<file path="config.mk">
export PLATFORM = sky130hd
export DESIGN_NAME = spi_frame_ctrl
export DESIGN_NICKNAME = d
export VERILOG_FILES = /design/src/rtl/spi_frame_pkg.sv /design/src/rtl/spi_reg_bank.sv /design/src/rtl/spi_frame_ctrl.sv
export SDC_FILE = /design/constraint.sdc
export NUM_CORES = 1
export LEC_CHECK = 0
export CAP_MARGIN = 20
export CELL_PAD_IN_SITES_DETAIL_PLACEMENT = 1
export CELL_PAD_IN_SITES_GLOBAL_PLACEMENT = 1
export CORE_MARGIN = 2
export CORE_UTILIZATION = 44
export CTS_BUF_LIST = sky130_fd_sc_hd__clkbuf_4
export DETAILED_ROUTE_END_ITERATION = 8
export PLACE_DENSITY = 0.91
export SKIP_CTS_REPAIR_TIMING = 1
export SLEW_MARGIN = 20
export SYNTH_ARGS = -nofsm -noshare
export SYNTH_HDL_FRONTEND = slang
export SYNTH_SLANG_ARGS = --single-unit
</file>
<file path="constraint.sdc">
create_clock -name clk -period 6.6 [get_ports clk]
set_clock_uncertainty 0.15 [all_clocks]
set_input_delay 1.32 -clock clk [delete_from_list [all_inputs] [get_ports clk]]
set_output_delay 1.32 -clock clk [all_outputs]
set_load 0.005 [all_outputs]
</file>
<file path="src/rtl/spi_frame_pkg.sv">
// spi_frame_pkg: shared constants, header layout and FSM encoding for the SPI frame controller.
package spi_frame_pkg;
    localparam logic [4:0] CMD_FIFO_RD = 5'h10;
    localparam int HDR_R       = 7;
    localparam int HDR_L       = 6;
    localparam int HDR_CMD_MSB = 4;
    localparam int ST_ILLEGAL  = 0;
    localparam int ST_SHORT    = 1;
    localparam int ST_UNDER    = 2;
    localparam int ST_OVER     = 3;
    localparam int MAX_LEN_DEF = 32;
    typedef enum logic [2:0] {S_IDLE, S_LEN, S_DATA, S_DONE, S_ERR} state_t;
endpackage

</file>
<file path="src/rtl/spi_reg_bank.sv">
// spi_reg_bank: REG_N x 8 configuration registers; the top register is the sticky STATUS word.
module spi_reg_bank
    import spi_frame_pkg::*;
#(
    parameter int REG_N = 8,
    localparam int AW = $clog2(REG_N)
) (
    input  logic              clk,
    input  logic              rst,
    input  logic              we,
    input  logic [AW-1:0]     waddr,
    input  logic [7:0]        wdata,
    input  logic [AW-1:0]     raddr,
    output logic [7:0]        rdata,
    input  logic [7:0]        st_set,
    input  logic              st_clr,
    output logic [REG_N*8-1:0] cfg
);
    localparam logic [AW-1:0] ST = AW'(REG_N - 1);

    logic [7:0] regs [REG_N];

    // STATUS is read-only to the host; a clear and a new set in one cycle keep the new bits
    always_ff @(posedge clk) begin
        if (!rst) begin
            for (int i = 0; i < REG_N; i++) regs[i] <= '0;
        end else begin
            if (we && waddr != ST) regs[waddr] <= wdata;
            regs[ST] <= (st_clr ? 8'h00 : regs[ST]) | st_set;
        end
    end

    assign rdata = regs[raddr];

    always_comb begin
        cfg = '0;
        for (int i = 0; i < REG_N; i++) cfg[8*i +: 8] = regs[i];
    end
endmodule

</file>
<file path="src/rtl/spi_frame_ctrl.sv">
// spi_frame_ctrl: decodes SPI frames (header, optional length, data) into register
// accesses or capture-FIFO streaming, and feeds transmit bytes back to the byte engine.
module spi_frame_ctrl
    import spi_frame_pkg::*;
#(
    parameter int REG_N   = 8,
    parameter int MAX_LEN = MAX_LEN_DEF
) (
    input  logic               clk,
    input  logic               rst,
    input  logic [7:0]         spi_rx_data,
    input  logic               spi_eob,
    input  logic               spi_busy,
    output logic [7:0]         spi_tx_data,
    output logic               spi_err,
    input  logic [7:0]         fifo_data,
    input  logic               fifo_empty,
    output logic               fifo_rd,
    output logic [REG_N*8-1:0] cfg
);
    localparam int AW = $clog2(REG_N);
    localparam logic [AW-1:0] ST_ADDR = AW'(REG_N - 1);
    localparam logic [4:0] REG_N5 = 5'(REG_N);
    localparam logic [7:0] MAX_LEN8 = 8'(MAX_LEN);

    state_t state, state_nx;
    logic eob_q, rd_q, fifo_q, pend_q;
    logic [AW-1:0] addr_q, rd_addr;
    logic [5:0] cnt_q;
    logic [7:0] rd_data, status, st_set;
    logic [4:0] cmd;
    logic ev, hdr_ev, len_ev, data_ev, illegal, over, short_set;
    logic hdr_ok, is_fifo, use_fifo, load_rd, reg_load, pop_req, we, st_clr;

    assign ev      = spi_eob & ~eob_q;
    assign cmd     = spi_rx_data[HDR_CMD_MSB:0];
    assign is_fifo = cmd == CMD_FIFO_RD && spi_rx_data[HDR_R];
    assign hdr_ok  = cmd < REG_N5 || is_fifo;

    // busy low outranks a byte event arriving in the same cycle
    always_comb begin
        state_nx  = state;
        hdr_ev    = 1'b0;
        len_ev    = 1'b0;
        data_ev   = 1'b0;
        illegal   = 1'b0;
        over      = 1'b0;
        short_set = 1'b0;
        if (!spi_busy) begin
            state_nx  = S_IDLE;
            short_set = state == S_LEN || state == S_DATA;
        end else if (ev) begin
            case (state)
                S_IDLE: begin
                    hdr_ev   = 1'b1;
                    illegal  = !hdr_ok;
                    state_nx = !hdr_ok ? S_ERR : spi_rx_data[HDR_L] ? S_LEN : S_DATA;
                end
                S_LEN: begin
                    illegal  = spi_rx_data == 8'd0 || spi_rx_data > MAX_LEN8;
                    len_ev   = !illegal;
                    state_nx = illegal ? S_ERR : S_DATA;
                end
                S_DATA: begin
                    data_ev  = 1'b1;
                    state_nx = cnt_q == 6'd1 ? S_DONE : S_DATA;
                end
                S_DONE: begin
                    over     = 1'b1;
                    state_nx = S_ERR;
                end
                default: state_nx = state;
            endcase
        end
    end

    // the next read byte is fetched at the header and at every data byte except the last
    assign use_fifo = hdr_ev ? is_fifo : fifo_q;
    assign rd_addr  = hdr_ev ? cmd[AW-1:0] : addr_q;
    assign load_rd  = (hdr_ev && hdr_ok && spi_rx_data[HDR_R]) || (data_ev && rd_q && cnt_q > 6'd1);
    assign reg_load = load_rd && !use_fifo;
    assign pop_req  = load_rd && use_fifo;
    assign we       = data_ev && !rd_q;
    assign st_clr   = reg_load && rd_addr == ST_ADDR;
    assign status   = cfg[8*(REG_N-1) +: 8];

    always_comb begin
        st_set             = '0;
        st_set[ST_ILLEGAL] = illegal;
        st_set[ST_SHORT]   = short_set;
        st_set[ST_UNDER]   = pop_req && fifo_empty;
        st_set[ST_OVER]    = over;
    end

    always_ff @(posedge clk) begin
        if (!rst) begin
            state       <= S_IDLE;
            eob_q       <= 1'b0;
            rd_q        <= 1'b0;
            fifo_q      <= 1'b0;
            pend_q      <= 1'b0;
            addr_q      <= '0;
            cnt_q       <= '0;
            spi_tx_data <= '0;
            spi_err     <= 1'b0;
            fifo_rd     <= 1'b0;
        end else begin
            state   <= state_nx;
            eob_q   <= spi_eob;
            spi_err <= illegal | over;
            fifo_rd <= pop_req & ~fifo_empty;
            pend_q  <= fifo_rd;
            if (hdr_ev) begin
                rd_q   <= spi_rx_data[HDR_R];
                fifo_q <= is_fifo;
            end
            if (hdr_ev || reg_load || we) addr_q <= rd_addr + AW'(reg_load || we);
            cnt_q <= hdr_ev ? 6'd1 : len_ev ? spi_rx_data[5:0] : data_ev ? cnt_q - 6'd1 : cnt_q;
            // popped FIFO data arrives one cycle after the pop strobe
            if (reg_load) spi_tx_data <= rd_data;
            else if (pop_req && fifo_empty) spi_tx_data <= 8'h00;
            else if (pend_q) spi_tx_data <= fifo_data;
            else if (state == S_IDLE) spi_tx_data <= status;
        end
    end

    spi_reg_bank #(.REG_N(REG_N)) u_bank (
        .clk    (clk),
        .rst    (rst),
        .we     (we),
        .waddr  (addr_q),
        .wdata  (spi_rx_data),
        .raddr  (rd_addr),
        .rdata  (rd_data),
        .st_set (st_set),
        .st_clr (st_clr),
        .cfg    (cfg)
    );
endmodule

</file>
# --- Word level (Yosys, flattened, before mapping) ---
# Memories as Yosys holds them, arrays and structs flattened.
# Cells that the tools add are included.
classes:
  n_eq_ne: 7
  reduce_logical: 32
  addsub: 2
  bitwise: 8
  mux: 40
  n_lt_le_gt_ge: 3
ops:
  columns: ["op", "count"]
  rows:
  - ["8-bit two-way mux", 7]
  - ["1-bit two-way mux", 24]
  - ["3-bit two-way mux", 4]
  - ["6-bit two-way mux", 2]
  - ["3-bit case mux with 4 select lines", 1]
  - ["1-bit logical AND", 11]
  - ["8-bit by 6-bit greater-than comparator with 1-bit output (second input constant)", 1]
  - ["8-bit logical NOT", 1]
  - ["8-bit by 4-bit OR with 8-bit output", 1]
  - ["4-bit nonzero test", 2]
  - ["8-bit OR reduction", 1]
  - ["1-bit logical OR", 7]
  - ["3-bit by 2-bit equality test with 1-bit output (second input constant)", 2]
  - ["6-bit by 1-bit equality test with 1-bit output (second input constant)", 1]
  - ["6-bit by 1-bit greater-than comparator with 1-bit output (second input constant)", 1]
  - ["6-bit by 1-bit subtractor with 6-bit output (second input constant)", 1]
  - ["5-bit equality test (second input constant)", 1]
  - ["5-bit by 4-bit < comparator with 1-bit output (second input constant)", 1]
  - ["1-bit logical NOT", 4]
  - ["2-bit AND reduction", 2]
  - ["3-bit by 1-bit adder with 3-bit output", 1]
  - ["3-bit by 1-bit equality test with 1-bit output (second input constant)", 1]
  - ["3-bit equality test (second input constant)", 1]
  - ["3-bit logical NOT", 1]
  - ["other kinds (9)", 13]
word_totals:
  ram_bits: 64
  input_bits: 21
  register_bits: 26
  n_memories: 1
  out_inout_bits: 74
  wordCells: 104
memory_table:
  columns: ["name", "depth", "word_bits", "read_ports", "rd_clocked_by_memory_dff", "wr", "line_no", "rtl"]
  rows:
  - ["u_bank.regs", 8, 8, 9, 0, 8, "spi_reg_bank.sv:21", "logic [7:0] regs [REG_N];"]

# --- Depth between registers and ports, before layout ---
# Gate-level depths: netlist (run 1).
logic_depth:
  depth_word: 12
  depth_mapped: 14
  ltp_nobuf: 14

# --- Modules after synthesis ---
# Synthesis (run 1) repeated with hierarchy kept, for this count alone.
unflattened:
  hier_cells: 399
  area_unflattened_um2: 4563.1
modules_own_cells:
  columns: ["module", "cells_each", "area_per_inst_um2", "seq_area_each_um2", "n_inst"]
  rows:
  - ["spi_reg_bank", 198, 2936.6, 1841.8, 1]
  - ["spi_frame_ctrl", 201, 1626.6, 520.5, 1]

# --- Least setup slack after synthesis (run 1) ---
# OpenSTA, ideal clock, no wires.
synth_path:
  kind: "input to register"
  from: "in spi_busy"
  to: "mem u_bank.regs[2][0], enable pin"
  setup_time_ps: 384
  setup_slack_ps: 2854
  arrival_ps: 3212
  cell_stages: 8
  path_buffers: 3
  cell_sequence: "buf_4 and3b_1 buf_2 nand2_1 nor2_1 nand3_1 clkbuf_1 o21ai_0"
synth_lines:
  columns: ["element", "line_no", "rtl"]
  rows:
  - ["start: declaration", "spi_frame_ctrl.sv:13", "input logic spi_busy,"]
  - ["end: declaration", "spi_reg_bank.sv:21", null]

# --- Worst setup path after layout (run 1) ---
layout_path:
  from: "in spi_busy"
  to: "reg addr_q[2]"
layout_via:
  elab_chain_cells: 7
  word_cells_on_any_way: 16
layout_rtl:
  columns: ["element", "line_no", "rtl"]
  rows:
  - ["1-bit two-way mux", "spi_frame_ctrl.sv:49", "if (!spi_busy) begin"]
  - ["1-bit logical AND (2 in series)", "spi_frame_ctrl.sv:80", "assign load_rd = (hdr_ev && hdr_ok && spi_rx_data[HDR_R]) || (data_ev && rd_q && cnt_q > 6'd1);"]
  - ["1-bit logical OR", "spi_frame_ctrl.sv:80", null]
  - ["1-bit logical AND", "spi_frame_ctrl.sv:81", "assign reg_load = load_rd && !use_fifo;"]
  - ["1-bit logical OR", "spi_frame_ctrl.sv:117", "if (hdr_ev || reg_load || we) addr_q <= rd_addr + AW'(reg_load || we);"]
  - ["3-bit by 1-bit adder with 3-bit output / 1-bit logical OR (equally long branches)", "spi_frame_ctrl.sv:117", null]
  - ["end signal: assignment", "spi_frame_ctrl.sv:117", null]
  - ["end: declaration", "spi_frame_ctrl.sv:28", "logic [AW-1:0] addr_q, rd_addr;"]
# Parallel ways exist; a longest one is shown, timed or not.
# A chain may end at the register's enable or synchronous reset.

==> qor.yml, run 1 <==
outcome:
  status: "completed"
floorplanning:
  ios: 95
  die-area_mm2: 0.0116
  core_area_mm2: 0.0104
  die_h_um: 108
  fp-row-count: 37
  die_x_um: 108
  initial_core_util_pct: 45.6
drt:
  drt_pass1_iterations: 6
  vias_per_cell: 6.18
  antenna_left: 0
  wire_per_inst_um: 23.6
  drt_iter0_markers: 324
  wirelength_um: 16200
  vias: 4259
  drc: 0
timing:
  tns_ns: 0
  finalSetupViolations: 0
  clock.fmax_mhz: 221
  whs_ns: 0.339
  timing.final.ws_setup_ns: 2.07
  rsz0062_at_grt: "false"
  post-route-min-period_ns: 4.53
  drv_slew: 0
  fin_crit_sh_pct: 68.6
  slew_headroom_pct: 34.0
  hold_viol_final: 0
  tightest_slew_ns: 0.979
placed_design:
  numPortBuffers: 94
  hpwl_um: 11900
  preCtsSetupSlack_ns: 1.62
  place_congestion: 0.893
setup_path:
  crit_type: "in2reg"
  cp_num_buf_inv: 2
  end_kind: "flop"
  crit_path_max_fanout: 13
  worst_path_max_delay_cell: "clkdlybuf4s50_1"
  cp.arrival_ns: 4.80
  startpoint_type: "primary input"
  cp_slowest_stage_delay_ns: 0.63
  crit_chain: "clkdlybuf4s50_1, and3b_1, nand2_1, mux2i_2, nand2_2, o21ai_0, ha_1, ha_1, inv_1, or3_1, o21ai_0, nand2_1, a21boi_1"
  critPathRequiredTime_ns: 6.87
  cp_top_family: "simple AND/OR/NAND/NOR gates"
synth:
  synth-edff-count: 60
  yosys_register_bits: 90
  ys_async_sr_fraction_pct: 0
  syn_area_mm2: 0.00473
  synth_top_area_cell: "edfxtp_1"
  yosysMostFrequentCell: "edfxtp_1"
  synth-main-ff-cell: "edfxtp_1"
  syn_area_per_cell_um2: 10.2
  yosysWarnings: 0
  synth_cell_types: 68
  yosys.area.top_type_share_pct: 38.1
  ys_seq_area_share_pct: 50.8
  synth_common_cells: "edfxtp_1 (60), and2_1 (48), nand2_1 (36)"
  syn_inst: 463
  synth_area_leaders: "edfxtp_1 (38%), dfxtp_1 (13%), and2_1 (6.4%)"
grt:
  grt_max_degree: 34
  grt_overflow: 0
  grt_pass1_wl_um: 24700
  antenna_found_initial: 0
  grtUsageTotal_pct: 28.7
  grt_pass1_vias: 4318
final_layout:
  drive_gt1_share_pct: 8.14
  fillCellCount: 1159
  n_antenna_cell: 0
  area_delta_synth_final_pct: 24.9
  final_nets: 573
clocking:
  clkTransAtPathRegs_ns: 0.15
  root_buffer: "clkbuf_4"
  clock_insertion_delay_worst_skew_ns: 0.49
  cts_max_level: 3
  clockBufferDepth: 2
  cts_buffers: 9
  clock-sinks: 90
  cts_tree: "done"
power_and_ir_drop:
  p_seq_share_pct: 56.0
  p_sw_share_pct: 28.6
  peakVddDrop_mv: 0.0849
  internal-power_uw: 817
  combPwrFrac_pct: 15.2
  p_switching_uw: 328
  p_leak_uw: 0.00214
  p_per_area_mw_per_mm2: 194
  clkPwrFrac_pct: 28.9
run:
  maxCapViolations: 0
hold_path:
  worst_hold_path_type: "reg2reg"
routing by layer:
metal  global-route usage [%]  vias up  wire (µm)
met5                        0        -          0
met4                     12.3        0        495
met3                     4.90       49       1300
met2                     49.1      233       8220
met1                     35.5     2076       6240
li1                         -     1901          -
sequential cells by signal, summed over array words and instances (netlist names):
register / cells
spi_err: 1
fifo_q: 1
pend_q: 1
cnt_q: 6
u_bank.regs: 64
rd_q: 1
state: 3
fifo_rd: 1
spi_tx_data: 8
eob_q: 1
addr_q: 3
per-stage QoR:
step | power [µW] | instance area (µm²) | std cells | util (%)
after floorplan | 730 | 4740 | 466 | -
after global placement | 814 | 5750 | 672 | 55.5
after detailed placement | 823 | 5750 | 672 | 55.5
after CTS | 1140 | 5900 | 688 | 56.9
after global routing | 1180 | 5900 | 689 | 56.9
final | 1140 | 5900 | 689 | 56.9
kinds of logic after synthesis:
group           share of synthesized area (%)
compound gates                           18.9
xor+xnor                                0.741
fa+ha+maj                                1.06
buf+inv                                  3.78
flops                                    50.8
mux                                      1.46
other cells                            0.0793
simple gates                             23.2
worst paths after layout:
path,startpoint,end,slack (ns),depth (start not counted)
worst max-delay path,spi_busy,addr_q[2],2.07,13
worst min-delay path,fifo_rd,pend_q,0.34,1
worst max register to register,state[2],addr_q[2],2.84,12
worst min register to register,fifo_rd,pend_q,0.34,1
worst reg2reg max path, delay by kind of cell (launching register included):
| kind | cells | cell delay, ns |
|---|---|---|
| compound gates | 3 | 0.41 |
| fa+ha+maj | 2 | 0.35 |
| buf+inv | 1 | 0.08 |
| flops | 1 | 0.43 |
| mux | 1 | 0.39 |
| simple gates | 5 | 1.90 |
power groups by stage:
stage / logic (µW) / clock network [µW] / registers (µW)
final: 173 / 330 / 641
after global routing: 184 / 350 / 643
after CTS: 171 / 326 / 641
after detailed placement: 170 / 0 / 653
after global placement: 162 / 0 / 652
after floorplan: 82.4 / 0 / 647
area by class of cell:
cell class,count,area [µm²],share of cell area (%)
Inverter,13,48.8,0.826
Tap cell,136,170,2.88
Multi-Input combinational cell,335,2160,36.6
Sequential cell,90,2400,40.7
Clock inverter,7,78.8,1.34
Clock buffer,9,67.6,1.14
Timing Repair Buffer,99,976,16.5
cell usage in the layout, fill, tap and decap left out, types with 3 or more instances in the layout:
cell type | synthesis | layout
o22ai_1 | 6 | 6
nand2b_1 | 6 | 6
a211o_1 | 12 | 12
a32o_1 | 4 | 4
buf_4 | 3 | 4
dfxtp_1 | 30 | 30
conb_1 | 1 | 4
clkdlybuf4s50_1 | 0 | 94
nand2_2 | 2 | 3
and3_1 | 22 | 22
nor4_1 | 9 | 9
o21ai_0 | 20 | 17
a21oi_1 | 15 | 15
a211oi_2 | 5 | 5
nor3_1 | 13 | 13
mux2i_1 | 3 | 3
inv_1 | 10 | 10
o22a_1 | 4 | 4
o21ai_1 | 6 | 9
a221oi_1 | 5 | 5
or3_1 | 3 | 3
nor2b_1 | 3 | 3
and2_1 | 48 | 48
clkbuf_4 | 0 | 9
edfxtp_1 | 60 | 60
ha_1 | 4 | 4
o32a_1 | 4 | 4
nor2_1 | 32 | 32
nand2_1 | 36 | 35
nand3_1 | 9 | 9
a211oi_1 | 22 | 22
No activity file was read; power rests on OpenSTA's default activity.
==> run 2, diff against run 1 <==
--- a/config.mk
+++ b/config.mk
@@ -9,10 +9,10 @@
 export CELL_PAD_IN_SITES_DETAIL_PLACEMENT = 1
 export CELL_PAD_IN_SITES_GLOBAL_PLACEMENT = 1
 export CORE_MARGIN = 2
-export CORE_UTILIZATION = 44
+export CORE_UTILIZATION = 41
 export CTS_BUF_LIST = sky130_fd_sc_hd__clkbuf_4
 export DETAILED_ROUTE_END_ITERATION = 8
-export PLACE_DENSITY = 0.91
+export PLACE_DENSITY = 0.86
 export SKIP_CTS_REPAIR_TIMING = 1
 export SLEW_MARGIN = 20
 export SYNTH_ARGS = -nofsm -noshare
==> constraint.sdc (replaced) <==
create_clock -name clk -period 4.7 [get_ports clk]
set_clock_uncertainty 0.15 [all_clocks]
set_input_delay 0.94 -clock clk [delete_from_list [all_inputs] [get_ports clk]]
set_output_delay 0.94 -clock clk [all_outputs]
set_load 0.005 [all_outputs]
==> qor.yml, run 2 (synthesized netlist as in run 1, its figures left out) <==
outcome:
  status: "completed"  # unchanged
drt:
  drt_pass1_iterations: 4  # was 6
  vias: 4266  # was 4259
  wire_per_inst_um: 23.0  # was 23.6 µm
  drc: 0  # unchanged
  wirelength_um: 16300  # was 16200 µm
  vias_per_cell: 6.01  # was 6.18
  drt_iter0_markers: 330  # was 324
  antenna_left: 0  # unchanged
timing:
  fin_crit_sh_pct: 83.3
  whs_ns: 0.359  # was 0.339 ns
  slew_headroom_pct: 34.9  # was 34.0%
  tightest_slew_ns: 0.971  # was 0.979 ns
  tns_ns: 0  # unchanged
  finalSetupViolations: 0  # unchanged
  hold_viol_final: 0  # unchanged
  rsz0062_at_grt: "false"  # unchanged
  drv_slew: 0  # unchanged
  post-route-min-period_ns: 3.92
  clock.fmax_mhz: 255
floorplanning:
  core_area_mm2: 0.0113  # was 0.0104 mm²
  ios: 95  # unchanged
  die_h_um: 111  # was 108 µm
  initial_core_util_pct: 41.8  # was 45.6%
  die_x_um: 111  # was 108 µm
  fp-row-count: 39  # was 37
  die-area_mm2: 0.0124  # was 0.0116 mm²
final_layout:
  postLayoutCoreUtil_pct: 52.9  # was 56.9%
  final_nets: 587  # was 573
  fillCellCount: 1277  # was 1159
  reg_top3: "u_bank.regs: 64 flops, spi_tx_data: 8 flops, cnt_q: 6 flops"  # unchanged
  area_delta_synth_final_pct: 26.6  # was 24.9%
  drive_gt1_share_pct: 10.2  # was 8.14%
  largest-register: "u_bank.regs"  # unchanged
  final_cell_mix: "clkdlybuf4s50_1 (94), edfxtp_1 (60), and2_1 (48)"  # unchanged
  final_common_cell: "clkdlybuf4s50_1"  # unchanged
  largest_reg_flops: 64  # unchanged
  layoutNonFillerInstCount: 710  # was 689
  n_antenna_cell: 0  # unchanged
  multi_input_area_mm2: 0.00216  # about the same
  seq_area_mm2: 0.00240  # unchanged
clocking:
  cts_tree: "done"  # unchanged
  clock_insertion_delay_worst_skew_ns: 0.45  # was 0.49 ns
  cts_max_level: 3  # unchanged
  clock-sinks: 90  # unchanged
  root_buffer: "clkbuf_4"  # unchanged
  clkTransAtPathRegs_ns: 0.13  # was 0.15 ns
  cts_buffers: 9  # unchanged
  clockBufferDepth: 2  # unchanged
hold_path:
  hp-start: "fifo_rd"  # unchanged
  hold_end: "pend_q"  # unchanged
  worst_hold_path_type: "reg2reg"  # unchanged
  hold_depth: 1  # unchanged
placed_design:
  place_congestion: 0.879  # was 0.893
  numPortBuffers: 94  # unchanged
  dp.cells: 694  # was 672
  hpwl_um: 12200  # was 11900 µm
grt:
  grt_max_degree: 34  # unchanged
  grtUsageTotal_pct: 26.3  # was 28.7%
  grt_overflow: 0  # unchanged
  grt_pass1_vias: 4638  # was 4318
  antenna_found_initial: 0  # unchanged
  grt_pass1_wl_um: 25500  # was 24700 µm
power_and_ir_drop:
  peakVddDrop_mv: 0.141  # was 0.0849 mV
  p_per_area_mw_per_mm2: 258  # was 194 mW/mm²
  p_leak_uw: 0.00220  # was 0.00214 µW
setup_path:
  crit_type: "in2reg"  # unchanged
  startpoint_type: "primary input"  # unchanged
  critPathRequiredTime_ns: 4.94  # was 6.87 ns
  reg2reg_to: "addr_q[2]"  # unchanged
  r2r_cells: 12  # unchanged
  end_kind: "flop"  # unchanged
  crit_path_max_fanout: 13  # unchanged
  reg2reg_slack_ns: 1.25  # was 2.84 ns
  cp.arrival_ns: 4.16  # was 4.80 ns
  worstReg2RegStart: "state[2]"  # unchanged
run:
  maxCapViolations: 0  # unchanged
## run 2: cell count changes in the layout (fill, tap and decap cells not counted), sizes merged
cell / before / now
buf: 4 / 19
clkinvlp: 2 / 3
bufinv: 1 / 0
clkinv: 5 / 4
## run 2: worst max-delay path by stage
stage | slack (ns) | to | start
final | 0.78 | addr_q[2] | spi_busy
after global routing | 0.52 | addr_q[2] | spi_busy
after CTS | 0.83 | addr_q[2] | spi_busy
after detailed placement | 0.41 | addr_q[2] | spi_busy
after global placement | 0.69 | addr_q[2] | spi_busy
after floorplan | 1.33 | u_bank.regs[2][0] | spi_busy
## run 2: through the flow
| stage | setup WS [ns] | power [µW] | cell area [µm²] |
|---|---|---|---|
| final | 0.784 | 1540 | 5990 |
| after global routing | 0.517 | 1590 | 5990 |
| after CTS | 0.832 | 1540 | 5990 |
| after detailed placement | 0.408 | 1160 | 5870 |
| after global placement | 0.690 | 1150 | 5870 |
| after floorplan | 1.33 | 1020 | 4740 |
## run 2: final cells by class
type,count,share of cell area (%)
clock buffer,10,1.25
clock inverter,6,0.690
inverter,13,0.815
multi-input combinational,335,36.0
sequential,90,40.1
tap,143,2.99
timing repair buffer,113,18.1
## run 2: report_power, final
group | leakage (µW) | internal, µW | switching, µW | total [µW]
clock | 0.0000588 | 114 | 280 | 394
sequential | 0.000861 | 872 | 27.5 | 900
combinational | 0.00128 | 115 | 136 | 251
## run 2: critical path, cell delays in order
cell and delay [ns]:
clkdlybuf4s50_1 0.63, and3b_1 0.52, o2111ai_1 0.34, nand2_2 0.23, nand2_2 0.19, o21ai_0 0.17, ha_1 0.21, ha_1 0.16
inv_1 0.07, or3_1 0.35, o21ai_0 0.11, nand2_1 0.09, a21boi_1 0.16
## run 2: per-layer routing
| layer | share of wire (%) | global-route usage, % | up-vias |
|---|---|---|---|
| met5 | 0 | 0 | - |
| met4 | 3.8 | 11.4 | 0 |
| met3 | 6.7 | 5.39 | 47 |
| met2 | 51 | 46.6 | 218 |
| met1 | 39 | 31.1 | 2079 |
| li1 | - | - | 1922 |
